## src/rtl/jtag_tap_datapath.sv

```systemverilog
// IR/DR capture-shift-update datapath driven by one-hot TAP state strobes.
// Provides IDCODE, BYPASS and USER data registers and an ABORT pulse.
module jtag_tap_datapath #(
  parameter int unsigned          IR_WIDTH     = 4,
  parameter logic [31:0]          IDCODE_VALUE = 32'h000F_AF01,
  parameter int unsigned          USER_WIDTH   = 8,
  parameter logic [IR_WIDTH-1:0]  IR_CAPTURE   = IR_WIDTH'(4'b0101)
) (
  input  logic                  tck_i,
  input  logic                  trst_ni,
  input  logic                  enable_i,
  input  logic                  tdi_i,
  input  logic                  tlr_i,
  input  logic                  capture_ir_i,
  input  logic                  shift_ir_i,
  input  logic                  update_ir_i,
  input  logic                  capture_dr_i,
  input  logic                  shift_dr_i,
  input  logic                  update_dr_i,
  output logic                  tdo_o,
  output logic                  tdo_en_o,
  output logic [IR_WIDTH-1:0]   ir_value_o,
  output logic [USER_WIDTH-1:0] user_reg_o,
  output logic                  user_update_o,
  output logic                  abort_pulse_o
);

  localparam logic [IR_WIDTH-1:0] IrAbort  = IR_WIDTH'(4'b1000);
  localparam logic [IR_WIDTH-1:0] IrIdcode = IR_WIDTH'(4'b1110);
  localparam logic [IR_WIDTH-1:0] IrUser   = IR_WIDTH'(4'b0100);

  typedef enum logic [1:0] {SelBypass, SelIdcode, SelUser} dr_sel_e;

  logic [IR_WIDTH-1:0]   ir_sr_q, ir_sr_d;
  logic [IR_WIDTH-1:0]   ir_q, ir_d;
  logic [31:0]           dr_q, dr_d;
  logic [USER_WIDTH-1:0] user_q, user_d;
  logic                  tdo_q, tdo_d;
  logic                  tdo_en_q, tdo_en_d;
  logic                  user_upd_q, user_upd_d;
  logic                  abort_q, abort_d;
  dr_sel_e               dr_sel;

  // ABORT and unknown codes fall through to the 1-bit bypass register.
  always_comb begin
    if (ir_q == IrIdcode)    dr_sel = SelIdcode;
    else if (ir_q == IrUser) dr_sel = SelUser;
    else                     dr_sel = SelBypass;
  end

  always_comb begin
    ir_sr_d    = ir_sr_q;
    ir_d       = ir_q;
    dr_d       = dr_q;
    user_d     = user_q;
    tdo_d      = tdo_q;
    user_upd_d = 1'b0;
    abort_d    = 1'b0;
    tdo_en_d   = (shift_ir_i | shift_dr_i) & enable_i;

    if (enable_i) begin
      tdo_d = 1'b0;
      if (tlr_i) begin
        ir_d = IrIdcode;
      end else if (update_ir_i) begin
        ir_d    = ir_sr_q;
        abort_d = (ir_sr_q == IrAbort);
      end else if (capture_ir_i) begin
        ir_sr_d = IR_CAPTURE;
      end else if (shift_ir_i) begin
        ir_sr_d = {tdi_i, ir_sr_q[IR_WIDTH-1:1]};
        tdo_d   = ir_sr_q[0];
      end else if (update_dr_i) begin
        if (dr_sel == SelUser) begin
          user_d     = dr_q[USER_WIDTH-1:0];
          user_upd_d = 1'b1;
        end
      end else if (capture_dr_i) begin
        unique case (dr_sel)
          SelIdcode: dr_d = IDCODE_VALUE;
          SelUser:   dr_d = 32'(user_q);
          default:   dr_d[0] = 1'b0;
        endcase
      end else if (shift_dr_i) begin
        tdo_d = dr_q[0];
        dr_d  = {1'b0, dr_q[31:1]};
        // tdi enters at the top of the selected register's length.
        unique case (dr_sel)
          SelIdcode: dr_d[31] = tdi_i;
          SelUser:   dr_d[USER_WIDTH-1] = tdi_i;
          default:   dr_d[0] = tdi_i;
        endcase
      end
    end
  end

  always_ff @(posedge tck_i or negedge trst_ni) begin
    if (!trst_ni) begin
      ir_sr_q    <= '0;
      ir_q       <= IrIdcode;
      dr_q       <= '0;
      user_q     <= '0;
      tdo_q      <= 1'b0;
      tdo_en_q   <= 1'b0;
      user_upd_q <= 1'b0;
      abort_q    <= 1'b0;
    end else begin
      ir_sr_q    <= ir_sr_d;
      ir_q       <= ir_d;
      dr_q       <= dr_d;
      user_q     <= user_d;
      tdo_q      <= tdo_d;
      tdo_en_q   <= tdo_en_d;
      user_upd_q <= user_upd_d;
      abort_q    <= abort_d;
    end
  end

  assign tdo_o         = tdo_q;
  assign tdo_en_o      = tdo_en_q;
  assign ir_value_o    = ir_q;
  assign user_reg_o    = user_q;
  assign user_update_o = user_upd_q;
  assign abort_pulse_o = abort_q;

endmodule

```

## config.mk

```make
export PLATFORM = sky130hd
export DESIGN_NAME = jtag_tap_datapath
export DESIGN_NICKNAME = d
export VERILOG_FILES = /design/src/rtl/jtag_tap_datapath.sv
export SDC_FILE = /design/constraint.sdc
export NUM_CORES = 1
export LEC_CHECK = 0
export BUFFER_PORTS_ARGS = -buffer_cell sky130_fd_sc_hd__buf_2
export CAP_MARGIN = 10
export CORE_MARGIN = 2
export CORE_UTILIZATION = 45
export DETAILED_ROUTE_END_ITERATION = 8
export PLACE_DENSITY_LB_ADDON = 0.2
export SETUP_SLACK_MARGIN = 0.05
export SYNTH_ARGS = -nofsm -noshare
export SYNTH_HDL_FRONTEND = slang
export SYNTH_SLANG_ARGS = --single-unit
export TNS_END_PERCENT = 20
```

## constraint.sdc

```tcl
create_clock -name tck_i -period 3.5 [get_ports tck_i]
set_clock_uncertainty 0.1 [all_clocks]
set_input_delay 0.525 -clock tck_i [delete_from_list [all_inputs] [get_ports tck_i]]
set_output_delay 0.525 -clock tck_i [all_outputs]
set_load 0.05 [all_outputs]
```

==> out/results.tsv <==
metric	value	unit
syn_area	0.00239	mm2
vias	1579	
overflow	0	
postRouteAntennaNets	0	
pwr-share-comb	0.117	
die_area	0.00592	mm2
p_sw	296	uW
fin_crit_sh	0.614	
tightest_slew	0.788	ns
critPathRequiredTime	3.58	ns
async_flop_share	1.00	
synth_edf_count	0	
grt_pass1_wl	7400	um
ys_seq_area_frac	0.545	
die_w	77.0	um
clock-sinks	52	
ys_ff_latch	52	
seqCellArea	0.00131	mm2
final_common_cell	dfrtp_1	
numPortBuffers	26	
antenna_found_initial	0	
finalNetCount	236	
cp-startpoint	ir_value_o[2]	
swShare	0.265	
grt_max_degree	38	
chipHeight	77.0	um
final_cell_mix	49 x dfrtp_1, 26 x buf_2, 17 x o21ai_0, 16 x inv_1	
maxSlewViolCount	0	
wirelength	4250	um
hp-class	in -> async	
area_growth	11.0	%
antenna_cells	0	
start_util	0.469	
path_class	reg -> reg	
grt_pass1_vias	1506	
drive_above_1_share	0.248	
avgSynthCellArea	11.9	um2
rsz0062_at_grt	false	
worstPathArrival	2.23	ns
setup_ws	1.35	ns
status	complete, no violations	
cap_violations	0	
postCtsSetupRepairBufs	0	
dp_slack	1.09	ns
max_slew_margin	0.475	
setup_viol_count_final	0	
endpoint_kind	flip-flop	
leakagePower	1.49	nW
drtIter0Drc	73	
first_pass_iters	4	
clkTransAtPathRegs	0.09	ns
power.density	420	mW/mm2
top_level_ports	27	
max_freq	465	MHz
dp.final_hpwl	2910	um
intPower	822	uW
cp_max_fo	8	
drcViolationCount	0	
gp_congestion	0.731	
grt_usage	0.155	
critPathLaunchType	flip-flop	
post_cts_resized	0	
ir_drop	0.247	mV
synth_top_flop_cell	dfrtp_1	
p_seq_frac	0.597	
num_rows	26	
multi_input_area	972	um2
cts_tree	built	
insertion_delay	0.29	ns
finalSetupTns	0	ns
timing.rr.start	ir_value_o[2]	
pwr-share-clk	0.286	
h-tree-depth	2	
nFillCells	475	
yosysWarnings	0	
core	0.00511	mm2
post_drt_wl_per_cell	14.3	um
ctsHoldBuffers	0	
cts_root_buf	clkbuf_8	
viasPerCell	5.33	
synth_fp_nets	212	
yosysUniqueCellTypes	39	
syn_inst	201	
power.total	1.12	mW
finalHoldViolCount	0	
cts_made_buffers	5	
cts_buffer_depth	2	
fin_crit	2.15	ns
==> worst max-delay path, stage by stage (launching register included) <==
cell     delay (ns)
dfstp_2        0.58
nor4b_4        0.34
inv_1          0.10
or3_1          0.56
mux2_1         0.37
==> cells by family (layout without fill, tap and decap cells) <==
group | after synthesis | after routing | share of synthesized area
flops | 52 | 52 | 0.545
xor+xnor | 1 | 1 | 0.00366
simple gates | 43 | 43 | 0.130
mux | 27 | 27 | 0.132
buf+inv | 28 | 53 | 0.0491
compound gates | 50 | 50 | 0.140
==> metal layers <==
layer | routed length (um) | track usage | vias to the layer above
met3 | 144 | 0.0294 | 5
met4 | 57 | 0.0564 | 0
li1 | - | - | 767
met2 | 1980 | 0.232 | 29
met5 | 0 | 0 | -
met1 | 2060 | 0.224 | 778
==> cells in the mapped netlist (all sizes together) (2+ instances only) <==
cell / n / share of area
o21ai: 17 / 0.036
mux2i: 11 / 0.046
a21o: 13 / 0.041
nand3b: 4 / 0.013
nand2: 7 / 0.012
nor4: 2 / 0.011
a21oi: 3 / 0.0063
dfstp: 3 / 0.033
nor2: 6 / 0.0094
a22o: 6 / 0.022
and4: 13 / 0.048
inv: 16 / 0.025
o22a: 4 / 0.015
mux2: 16 / 0.086
buf: 4 / 0.011
o21a: 2 / 0.0063
o22ai: 2 / 0.0052
nor3: 2 / 0.0042
or3b: 2 / 0.0073
clkbuf: 8 / 0.013
dfrtp: 49 / 0.51
==> area by class of cell <==
| cell class | count | area share |
|---|---|---|
| Tap cell | 70 | 0.0329 |
| Sequential cell | 52 | 0.491 |
| Timing Repair Buffer | 29 | 0.0574 |
| Inverter | 16 | 0.0226 |
| Clock buffer | 7 | 0.0287 |
| Clock inverter | 1 | 0.00188 |
| Multi-Input combinational cell | 121 | 0.366 |
==> state kept, by name (all words and copies together), names as in the netlist <==
signal         count
abort_pulse_o      1
dr_q              32
user_update_o      1
ir_value_o         4
ir_sr_q            4
user_reg_o         8
tdo_en_o           1
tdo_o              1
==> power groups by stage <==
stage / clock network [mW] / logic [mW] / registers (mW)
CTS: 0.334 / 0.133 / 0.667
detailed placement: 0 / 0.133 / 0.678
global route: 0.356 / 0.148 / 0.673
finish: 0.320 / 0.131 / 0.667
floorplan: 0 / 0.0662 / 0.695
global placement: 0 / 0.131 / 0.679
==> metrics by stage <==
step | hold slack (ns) | area [um2] | std cells | util
after floorplan | 0.129 | 2390 | 201 | -
after global placement | 0.353 | 2580 | 288 | 0.505
after detailed placement | 0.359 | 2580 | 288 | 0.505
after CTS | 0.228 | 2660 | 296 | 0.521
after global routing | 0.258 | 2660 | 296 | 0.521
final | 0.199 | 2660 | 296 | 0.521
==> path summary, 6_finish.rpt <==
kind	to	slack, ns	cells past startpoint
hold reg to reg	dr_q[25]	0.37	1
min in group tck_i	dr_q[25]	0.37	1
hold / removal	dr_q[4]	0.20	1
setup reg to reg	user_reg_o[0]	1.35	4
max in group asynchronous	dr_q[31]	2.37	2
setup / recovery	user_reg_o[0]	1.35	4
No activity file was read; power rests on OpenSTA's default activity.
